## config.mk

```make
export PLATFORM = sky130hd
export DESIGN_NAME = host_mem_arbiter_flat
export DESIGN_NICKNAME = d
export VERILOG_FILES = /design/src/rtl/gpu_arb_pkg.sv /design/src/rtl/host_mem_arbiter_if.sv /design/src/rtl/host_mem_arbiter_rr_picker.sv /design/src/rtl/host_mem_arbiter.sv /design/src/flat_wrapper.sv
export SDC_FILE = /design/constraint.sdc
export NUM_CORES = 1
export LEC_CHECK = 0
export ABC_AREA = 1
export BUFFER_PORTS_ARGS = -buffer_cell sky130_fd_sc_hd__buf_2
export CAP_MARGIN = 20
export CORE_ASPECT_RATIO = 0.7
export CORE_MARGIN = 8
export CORE_UTILIZATION = 43
export CTS_BUF_LIST = sky130_fd_sc_hd__clkbuf_4
export DETAILED_ROUTE_END_ITERATION = 12
export GPL_TIMING_DRIVEN = 0
export PLACE_DENSITY = 0.85
export REMOVE_ABC_BUFFERS = 1
export SLEW_MARGIN = 10
export SYNTH_ARGS = -nofsm -noshare
export SYNTH_HDL_FRONTEND = slang
export SYNTH_SLANG_ARGS = --single-unit
```

## constraint.sdc

```tcl
create_clock -name clk -period 1.1 [get_ports clk]
set_clock_uncertainty 0.15 [all_clocks]
set_input_delay 0.11 -clock clk [delete_from_list [all_inputs] [get_ports clk]]
set_output_delay 0.11 -clock clk [all_outputs]
set_load 0.02 [all_outputs]
```

## src/rtl/gpu_arb_pkg.sv

```systemverilog
// Shared types and constants for the GPU RAM host-port arbiter.
package gpu_arb_pkg;
  localparam int MAX_REQ = 4;
  localparam int ADDR_W  = 20;

  typedef enum logic [1:0] {IDLE, ACCESS, RD_WAIT, RD_DONE} arb_state_t;

  // Index width that stays legal for a single requester.
  function automatic int idx_w(input int n);
    return (n > 1) ? $clog2(n) : 1;
  endfunction
endpackage

```

## src/rtl/host_mem_arbiter_if.sv

```systemverilog
// Requester bundle plus GPU RAM host port; slave = arbiter, master = requesters/memory side.
interface host_mem_arbiter_if
  import gpu_arb_pkg::*;
#(
  parameter int NUM_REQ = 2
);
  logic [NUM_REQ-1:0]             req;
  logic [NUM_REQ-1:0]             req_wr;
  logic [NUM_REQ-1:0][ADDR_W-1:0] req_addr;
  logic [NUM_REQ-1:0][7:0]        req_wdata;
  logic [NUM_REQ-1:0]             gnt;
  logic [NUM_REQ-1:0]             rd_valid;
  logic [7:0]                     rd_data;
  logic                           mem_wr_ena;
  logic [ADDR_W-1:0]              mem_addr;
  logic [7:0]                     mem_wr_data;
  logic [7:0]                     mem_rd_data;

  modport slave (
    input  req, req_wr, req_addr, req_wdata, mem_rd_data,
    output gnt, rd_valid, rd_data, mem_wr_ena, mem_addr, mem_wr_data
  );
  modport master (
    output req, req_wr, req_addr, req_wdata, mem_rd_data,
    input  gnt, rd_valid, rd_data, mem_wr_ena, mem_addr, mem_wr_data
  );
endinterface

```

## src/rtl/host_mem_arbiter_rr_picker.sv

```systemverilog
// Round-robin winner search from ptr upward with wrap; HOST_ARB_PRIO0_EN makes requester 0 absolute.
module rr_picker #(
  parameter int NUM_REQ = 2,
  parameter int IW      = 1
) (
  input  logic [NUM_REQ-1:0] req,
  input  logic [IW-1:0]      ptr,
  output logic [NUM_REQ-1:0] win_oh,
  output logic [IW-1:0]      win_idx,
  output logic               win_any
);
  always_comb begin
    win_oh  = '0;
    win_idx = '0;
    win_any = |req;
    // Walk from farthest to nearest so the first set bit after ptr is the last write.
    for (int k = NUM_REQ - 1; k >= 0; k--) begin
      if (req[(int'(ptr) + k) % NUM_REQ]) win_idx = IW'((int'(ptr) + k) % NUM_REQ);
    end
`ifdef HOST_ARB_PRIO0_EN
    if (req[0]) win_idx = '0;
`endif
    if (win_any) win_oh[win_idx] = 1'b1;
  end
endmodule

```

## src/rtl/host_mem_arbiter.sv

```systemverilog
// Arbitrates NUM_REQ requesters onto the GPU RAM host port, one access per issue slot.
// Optional HOST_ARB_PRIO0_EN: requester 0 always wins and does not advance the rr pointer.
module host_mem_arbiter
  import gpu_arb_pkg::*;
#(
  parameter int NUM_REQ    = 2,
  parameter int RD_LAT     = 2,
  parameter int ISSUE_SLOT = 0
) (
  input  logic       clk,
  input  logic       reset_n,
  input  logic [3:0] pc_ena,
  host_mem_arbiter_if.slave bus
);
  localparam int IW = idx_w(NUM_REQ);

  arb_state_t         state, nxt;
  logic [IW-1:0]      rr_ptr, id, win_idx, nxt_ptr;
  logic [NUM_REQ-1:0] win_oh;
  logic               win_any, wr_l, issue;
  logic [2:0]         lat_cnt;

  rr_picker #(.NUM_REQ(NUM_REQ), .IW(IW)) u_pick (
    .req(bus.req), .ptr(rr_ptr), .win_oh(win_oh), .win_idx(win_idx), .win_any(win_any)
  );

  assign issue   = (state == IDLE) && (pc_ena == 4'(ISSUE_SLOT)) && win_any;
  assign nxt_ptr = (win_idx == IW'(NUM_REQ - 1)) ? '0 : win_idx + 1'b1;

  always_ff @(posedge clk or negedge reset_n) begin
    if (!reset_n) state <= IDLE;
    else          state <= nxt;
  end

  always_comb begin
    nxt = state;
    case (state)
      IDLE:    if (issue) nxt = ACCESS;
      ACCESS:  nxt = wr_l ? IDLE : RD_WAIT;
      RD_WAIT: if (lat_cnt == '0) nxt = RD_DONE;
      RD_DONE: nxt = IDLE;
      default: nxt = IDLE;
    endcase
  end

  always_ff @(posedge clk or negedge reset_n) begin
    if (!reset_n) begin
      rr_ptr          <= '0;
      id              <= '0;
      wr_l            <= 1'b0;
      lat_cnt         <= '0;
      bus.gnt         <= '0;
      bus.rd_valid    <= '0;
      bus.rd_data     <= '0;
      bus.mem_wr_ena  <= 1'b0;
      bus.mem_addr    <= '0;
      bus.mem_wr_data <= '0;
    end else begin
      bus.gnt        <= '0;
      bus.rd_valid   <= '0;
      bus.mem_wr_ena <= 1'b0;
      if (issue) begin
        bus.gnt         <= win_oh;
        id              <= win_idx;
        wr_l            <= bus.req_wr[win_idx];
        bus.mem_wr_ena  <= bus.req_wr[win_idx];
        bus.mem_addr    <= bus.req_addr[win_idx];
        bus.mem_wr_data <= bus.req_wdata[win_idx];
`ifdef HOST_ARB_PRIO0_EN
        if (win_idx != '0) rr_ptr <= nxt_ptr;
`else
        rr_ptr <= nxt_ptr;
`endif
      end
      if (state == ACCESS) lat_cnt <= 3'(RD_LAT - 1);
      if (state == RD_WAIT && lat_cnt != '0) lat_cnt <= lat_cnt - 1'b1;
      // mem_addr is left untouched after issue so it stays held through the read.
      if (state == RD_DONE) begin
        bus.rd_data      <= bus.mem_rd_data;
        bus.rd_valid[id] <= 1'b1;
      end
    end
  end
endmodule

```

## src/flat_wrapper.sv

```systemverilog
// flat-port wrapper written by rule: the top's interface ports become plain ports
module host_mem_arbiter_flat import gpu_arb_pkg::*;
#(
  parameter int NUM_REQ    = 2,
  parameter int RD_LAT     = 2,
  parameter int ISSUE_SLOT = 0
)
  (clk, reset_n, pc_ena, bus_req, bus_req_wr, bus_req_addr, bus_req_wdata, bus_mem_rd_data, bus_gnt, bus_rd_valid, bus_rd_data, bus_mem_wr_ena, bus_mem_addr, bus_mem_wr_data);
  host_mem_arbiter_if #(.NUM_REQ(NUM_REQ)) bus_i ();
  input  logic clk;
  input  logic reset_n;
  input  logic [3:0] pc_ena;
  input wire logic [$bits(bus_i.req)-1:0] bus_req;
  input wire logic [$bits(bus_i.req_wr)-1:0] bus_req_wr;
  input wire logic [$bits(bus_i.req_addr)-1:0] bus_req_addr;
  input wire logic [$bits(bus_i.req_wdata)-1:0] bus_req_wdata;
  input wire logic [$bits(bus_i.mem_rd_data)-1:0] bus_mem_rd_data;
  output wire logic [$bits(bus_i.gnt)-1:0] bus_gnt;
  output wire logic [$bits(bus_i.rd_valid)-1:0] bus_rd_valid;
  output wire logic [$bits(bus_i.rd_data)-1:0] bus_rd_data;
  output wire logic [$bits(bus_i.mem_wr_ena)-1:0] bus_mem_wr_ena;
  output wire logic [$bits(bus_i.mem_addr)-1:0] bus_mem_addr;
  output wire logic [$bits(bus_i.mem_wr_data)-1:0] bus_mem_wr_data;
  assign bus_i.req = bus_req;
  assign bus_i.req_wr = bus_req_wr;
  assign bus_i.req_addr = bus_req_addr;
  assign bus_i.req_wdata = bus_req_wdata;
  assign bus_i.mem_rd_data = bus_mem_rd_data;
  assign bus_gnt = bus_i.gnt;
  assign bus_rd_valid = bus_i.rd_valid;
  assign bus_rd_data = bus_i.rd_data;
  assign bus_mem_wr_ena = bus_i.mem_wr_ena;
  assign bus_mem_addr = bus_i.mem_addr;
  assign bus_mem_wr_data = bus_i.mem_wr_data;
  host_mem_arbiter #(.NUM_REQ(NUM_REQ), .RD_LAT(RD_LAT), .ISSUE_SLOT(ISSUE_SLOT)) u_core (.clk(clk), .reset_n(reset_n), .pc_ena(pc_ena), .bus(bus_i));
endmodule
```

==> results of run 1 <==
placed cells by master (no fill, tap or decap), drive strengths merged:
cell         netlist  final
o21ai              5      5
buf               15    143
nand2            164    173
nand3             32     32
diode              0      1
clkinv             0      3
inv               12     12
dfrtp             49     49
nor2               8      8
clkbuf             0      6
xnor2              1      1
mux2               8      8
dlygate4sd3        0     67
ha                 2      2
layer usage:
| layer | global-route usage [%] | routed length, um | up-vias |
|---|---|---|---|
| li1 | - | - | 1359 |
| met1 | 22.21 | 3790 | 1395 |
| met2 | 40.61 | 5409 | 157 |
| met3 | 6.271 | 793 | 30 |
| met4 | 11.22 | 416 | 0 |
| met5 | 0 | 0 | - |
repair_timing:
| item | in CTS | in global routing |
|---|---|---|
| pin swaps | 5 | 10 |
| gates resized for setup | 106 | 38 |
| hold buffers | 66 | 1 |
| setup buffers | 8 | 21 |
| hold endpoints to repair | 87 | 49 |
| gates cloned | 3 | 6 |
| endpoints found under the setup margin | 87 | 88 |
stage by stage:
step,hold WS [ps],area (um^2),cells,worst slack [ps]
finish,90.84,4472,582,-321.9
floorplan,-335.6,2233,281,-912.4
global route,109.5,4472,582,-384.0
CTS,-184.4,4096,553,-292.1
global placement,192.2,2894,467,-1549
detailed placement,197.2,2909,468,-1679
registers in the layout, summed over array words and instances (netlist names), 2 cells and up, named ones only:
| register | flops |
|---|---|
| u_core.bus.rd_data | 8 |
| u_core.bus.rd_valid | 2 |
| u_core.bus.mem_addr | 20 |
| u_core.lat_cnt | 3 |
| u_core.bus.mem_wr_data | 8 |
| u_core.bus.gnt | 2 |
power breakdown:
group          internal [mW]  switching [mW]
clock network          0.233           0.568
logic                   3.01            3.00
registers               2.61           0.685
worst paths after layout:
kind	slack, ps	to	from	cells past startpoint
setup / recovery	-320	u_core.bus.mem_addr[15]	u_core.state[0]	6
hold / removal	90	u_core.bus.mem_addr[6]	reset_n	2
setup reg to reg	-320	u_core.bus.mem_addr[15]	u_core.state[0]	6
hold reg to reg	330	u_core.bus.rd_valid[0]	u_core.id	1
max in group asynchronous	170	async pin	reset_n	3
min in group clk	160	u_core.bus.gnt[0]	pc_ena[1]	7
cell type report:
type | instances | area (um^2)
tap | 72 | 90.09
clock inverter | 3 | 12.51
clock buffer | 5 | 37.54
multi-input combinational | 229 | 1279
inverter | 12 | 47.55
sequential | 49 | 1227
timing repair buffer | 211 | 1775
antenna | 1 | 2.502
fill | 282 | 758.2
worst max-delay path: stages, from the launching register on:
cell and delay, ps:
dfrtp_1 450, nor2_1 130, o21ai_1 110, nor2_4 180, buf_12 160, nand2_1 90
nand2_1 80
kinds of logic after synthesis:
kind of cell	count (synthesis)
multiplexers	8
adder cells (fa/ha/maj)	2
AO/OA/AOI/OAI	5
AND/OR/NAND/NOR	204
buffers and inverters	27
XOR/XNOR	1
flip-flops	49
==> metrics.csv, run 1 <==
metric,value,unit
fin_crit_sh,129.3,%
power_density,2262,mW/mm^2
cp.required,1260,ps
ys_types,15,
drv_slew,0,
ys.flop_type,dfrtp_1,
dr_total_vias,2941,
critPathKind,flip-flop to flip-flop,
async_reset_ff_share,100.0,%
synthAdderAreaFrac,1.075,%
synthCells,296,
ant_nets,0,
fp.dieW,104.0,um
first_iter_violations,171,
synth_top_area_cell,dfrtp_1,
coreArea,0.005230,mm^2
die_y,77.57,um
cp_max_fo,13,
rows,22,
grt_usage,21.88,%
yosysSeqAreaShare,52.66,%
cts_buffers,5,
drc,0,
htree_levels,2,
setup_viol,87,
ios,115,
antenna_found_initial,1,
yosysMostFrequentCell,nand2_1,
max_slew_margin,54.30,%
fmax,703.3,MHz
cap_violations,0,
syn2layout_area_growth,92.05,%
min_path_type,input pin to async pin,
final_nets,584,
cts.clk_slew.worst_paths,140,ps
syn_area,0.002328,mm^2
cts_root_buf,clkbuf_4,
fin_util,85.50,%
tightest_slew,684.7,ps
clk_path_buf_depth,2,
synth_xor_area_share,0.3761,%
cts_tree,yes,
start_util,44.52,%
grt_setup_unrepaired,true,
final.setup.worst_slack,-321.9,ps
synthTopCellsByArea,"dfrtp_1 53%, nand2_1 26%, nand3_1 6.9%",
report.final.hold_viol_count,0,
min_period,1422,ps
status,"complete, but fails checks",
dpl.hpwl,4476,um
synth-edff-count,0,
synth_top_family_by_area,simple AND/OR/NAND/NOR gates,
p_leak,2.391,nW
arrival,1580,ps
grt_max_degree,50,
synth_compound_area_share,1.075,%
peakVddDrop,0.001372,V
synth.top_cell.area_share,52.66,%
grt_pass1_wl,14240,um
avgRoutedWirePerCell,17.89,um
drive_gt1_share,41.06,%
ys_warn_count,0,
synthMuxAreaShare,3.869,%
viasPerCell,5.053,
die-area,0.008063,mm^2
violations,setup timing,
synth_commonest_cells,"162 x nand2_1, 49 x dfrtp_1, 32 x nand3_1",
start_kind,flip-flop,
first_global_vias,2832,
cts.sinks,49,
wirelength,10410,um
finalWeightedCongestion,0.7432,
cp-end-kind,flip-flop,
firstDrtPassIters,4,
overflow,0,
synthSimpleGateAreaFrac,34.93,%
numPortBuffers,114,
clkLatencyLatePin,360,ps
avgSynthCellArea,7.866,um^2
p_total,10.11,mW
ys_ff_latch,49,
setup_tns,-14540,ps
No activity file was read; power rests on OpenSTA's default activity.
==> run 2, diff against run 1 <==
--- a/config.mk
+++ b/config.mk
@@ -5,16 +5,17 @@
 export SDC_FILE = /design/constraint.sdc
 export NUM_CORES = 1
 export LEC_CHECK = 0
-export ABC_AREA = 1
+export ABC_AREA = 0
 export BUFFER_PORTS_ARGS = -buffer_cell sky130_fd_sc_hd__buf_2
 export CAP_MARGIN = 20
 export CORE_ASPECT_RATIO = 0.7
 export CORE_MARGIN = 8
 export CORE_UTILIZATION = 43
 export CTS_BUF_LIST = sky130_fd_sc_hd__clkbuf_4
+export CTS_CLUSTER_SIZE = 14
 export DETAILED_ROUTE_END_ITERATION = 12
 export GPL_TIMING_DRIVEN = 0
-export PLACE_DENSITY = 0.85
+export PLACE_DENSITY = 0.84
 export REMOVE_ABC_BUFFERS = 1
 export SLEW_MARGIN = 10
 export SYNTH_ARGS = -nofsm -noshare
==> run 2 against run 1 <==
Core utilization is 0.65 points higher. Highest routed layer unchanged. Die area is 3.7% higher. Critical path type unchanged. Sequential share of layout area is 1.9 points lower. Critical endpoint is now u_core.id. The flow still finishes with violations (setup timing). Largest power group unchanged.
==> metrics.csv, run 2 <==
metric,value,unit,change
status,"complete, but fails checks",,
ys.flop_type,dfrtp_1,,
min_path_cells,3,,
numPortBuffers,114,,unchanged
drive_gt1_share,46.93,%,+5.9 points
critPathKind,flip-flop to flip-flop,,
avgSynthCellArea,10.01,um^2,+27%
wirelength,12290,um,+18%
cp_slowest_stage_delay,450,ps,about the same
cts.clk_slew.worst_paths,150,ps,about the same
fmax,618.0,MHz,-12%
synth_commonest_cells,"58 x a31oi_1, 49 x dfrtp_1, 32 x o21ai_0",,
antenna_found_initial,1,,unchanged
ys_ff_latch,49,,unchanged
firstDrtPassIters,5,,+1
ios,115,,unchanged
cp_cell_sequence,"nor4_4, buf_4, and3_4, mux2_4",,
syn2layout_area_growth,97.74,%,
cp_top_family,flip-flops,,
final_cell_mix,"72 x buf_2, 67 x dlygate4sd3_1, 50 x a31oi_1, 47 x dfrtp_1, 44 x buf_6",,
overflow,0,,unchanged
p_leak,2.142,nW,-10%
reg_top3,"u_core.bus.mem_addr x20, u_core.bus.mem_wr_data x8, u_core.bus.rd_data x8",,
grt_use_met3,5.578,%,-0.69 points
reg2reg_depth,4,,-2
yosysMostFrequentCell,a31oi_1,,
placed_cell_area,0.003033,mm^2,+4.3%
final_cell_area,0.004810,mm^2,+7.6%
synth_top_area_cell,dfrtp_1,,
first_iter_violations,271,,+58%
synthCells,243,,-18%
ys_types,23,,+8
cp_max_fo,5,,-8
ant_nets,0,,unchanged
cp-end-kind,flip-flop,,
synth-edff-count,0,,unchanged
grt-busiest-layer,met2,,
cts.sinks,49,,unchanged
dpl.hpwl,5058,um,+13%
cp.required,1220,ps,-40 ps
layout_commonest_cell,buf_2,,
htree_levels,2,,unchanged
dr_total_vias,3077,,+4.6%
synth.top_cell.area_share,50.41,%,-2.2 points
drc,0,,unchanged
setup_viol,90,,+3.4%
largest_register_ffs,20,,unchanged
critical_path_buf_inv_count,1,,unchanged
coreArea,0.005583,mm^2,+6.7%
cts_tree,yes,,
cap_violations,0,,unchanged
start_util,43.57,%,-0.95 points
grtUsageMet1,29.01,%,+6.8 points
tightest_slew,880.6,ps,+195.9 ps
setup_tns,-22430,ps,-7893 ps
clkLatencyLatePin,370,ps,about the same
worstHoldStart,bus_req[1],,
regMostFlops,u_core.bus.mem_addr,,
ys_warn_count,0,,unchanged
cts_root_buf,clkbuf_4,,
final_nets,531,,-9.1%
r2r_end,u_core.id,,
hold_end,u_core.bus.mem_wr_data[2],,
final.setup.worst_slack,-518.1,ps,-196.2 ps
rows,23,,+4.5%
peakVddDrop,0.001157,V,-16%
grt_setup_unrepaired,true,,
report.final.hold_viol_count,0,,unchanged
finalWeightedCongestion,0.7332,,-1.3%
hold_slack,43.14,ps,-47.70 ps
p_total,10.88,mW,+7.6%
async_reset_ff_share,100.0,%,unchanged
synthTopCellsByArea,"dfrtp_1 50%, a31oi_1 15%, nand3b_1 9.3%",,
yosysSeqAreaShare,50.41,%,-2.2 points
viasPerCell,5.784,,+14%
die_y,78.93,um,+1.8%
r2r_slack,-520,ps,-200 ps
first_global_vias,3249,,+15%
die-area,0.008358,mm^2,+3.7%
clk_path_buf_depth,2,,unchanged
fp.dieW,105.9,um,+1.9%
power_density,2263,mW/mm^2,about the same
min_period,1618,ps,+196.2 ps
fin_crit_sh,147.1,%,+18 points
syn_area,0.002432,mm^2,+4.5%
arrival,1740,ps,+160 ps
avgRoutedWirePerCell,23.11,um,+29%
grt_usage,26.61,%,+4.7 points
grt_max_degree,50,,unchanged
min_path_type,input pin to flip-flop,,
violations,setup timing,,
grt_use_met2,48.69,%,+8.1 points
max_slew_margin,41.23,%,-13 points
grt_pass1_wl,17550,um,+23%
start_kind,flip-flop,,
cts_buffers,5,,unchanged
worst_path_max_delay_cell,dfrtp_2,,
drv_slew,0,,unchanged
==> run 2: cell count changes in the layout (fill, tap and decap cells not counted), sizes merged, moves of 2 or more <==
cell | previous run | this run
and3 | 0 | 3
inv | 12 | 4
o21ai | 5 | 32
buf | 143 | 158
a21oi | 0 | 3
mux2 | 8 | 10
nand3b | 0 | 30
a31oi | 0 | 58
nand3 | 32 | 1
nor2b | 0 | 6
nor2 | 8 | 6
nand2b | 0 | 5
nand2 | 173 | 6
==> run 2: worst max path at each step <==
stage / to / depth (start not counted)
2_1_floorplan: u_core.id / 3
3_3_place_gp: u_core.rr_ptr / 3
3_5_place_dp: u_core.id / 3
4_1_cts: u_core.bus.mem_wr_data[0] / 5
5_1_grt: u_core.rr_ptr / 4
6_report: u_core.id / 4
==> run 2: worst reg2reg max path, cell delays in order, from the launching register on <==
cell     delay, ps
dfrtp_2        450
nor4_4         160
buf_4          190
and3_4         260
mux2_4         320
==> run 2: routing by layer <==
metal  part of all wire [%]  wire length, um  vias up
met5                      0                0        -
met4                    3.5              435        0
met3                    7.4              906       47
li1                       -                -     1350
met1                     36             4477     1497
met2                     53             6473      183
==> run 2: kinds of logic after synthesis <==
| logic type | Yosys count | share of synthesized area (%) |
|---|---|---|
| and+or+nand+nor | 54 | 14.97 |
| DFF | 49 | 50.41 |
| muxes | 10 | 4.630 |
| buffers and inverters | 32 | 5.864 |
| AOI/OAI and AO/OA | 96 | 23.10 |
| adders and majority gates | 2 | 1.029 |
==> run 2: report_power, final <==
group	internal (mW)	switching, mW
Clock	0.244	0.599
Sequential	2.62	0.807
Combinational	3.55	3.07
Total	6.41	4.48
==> run 2: cell type report <==
class | instances | area [um^2]
Fill cell | 250 | 773.2
Tap cell | 75 | 93.84
Multi-Input combinational cell | 168 | 1390
Clock inverter | 3 | 17.52
Clock buffer | 5 | 37.54
Antenna cell | 1 | 2.502
Sequential cell | 49 | 1229
Timing Repair Buffer | 227 | 2024
Inverter | 4 | 15.01
==> run 2: per-stage QoR <==
stage	utilization [%]	worst slack (ps)	instances
global route	86.15	-574.2	532
finish	86.15	-518.1	532
floorplan	-	-1780	215
global placement	53.18	-2819	404
CTS	79.34	-462.2	513
detailed placement	54.33	-2033	407
==> run 2: timing repair <==
action / CTS / global route
endpoints found under the setup margin: 88 / 89
endpoints found under the hold margin: 87 / 49
pin swaps: 11 / 10
gates cloned: 6 / 3
resized for setup: 123 / 37
setup buffers: 26 / 14
hold buffers: 66 / 1
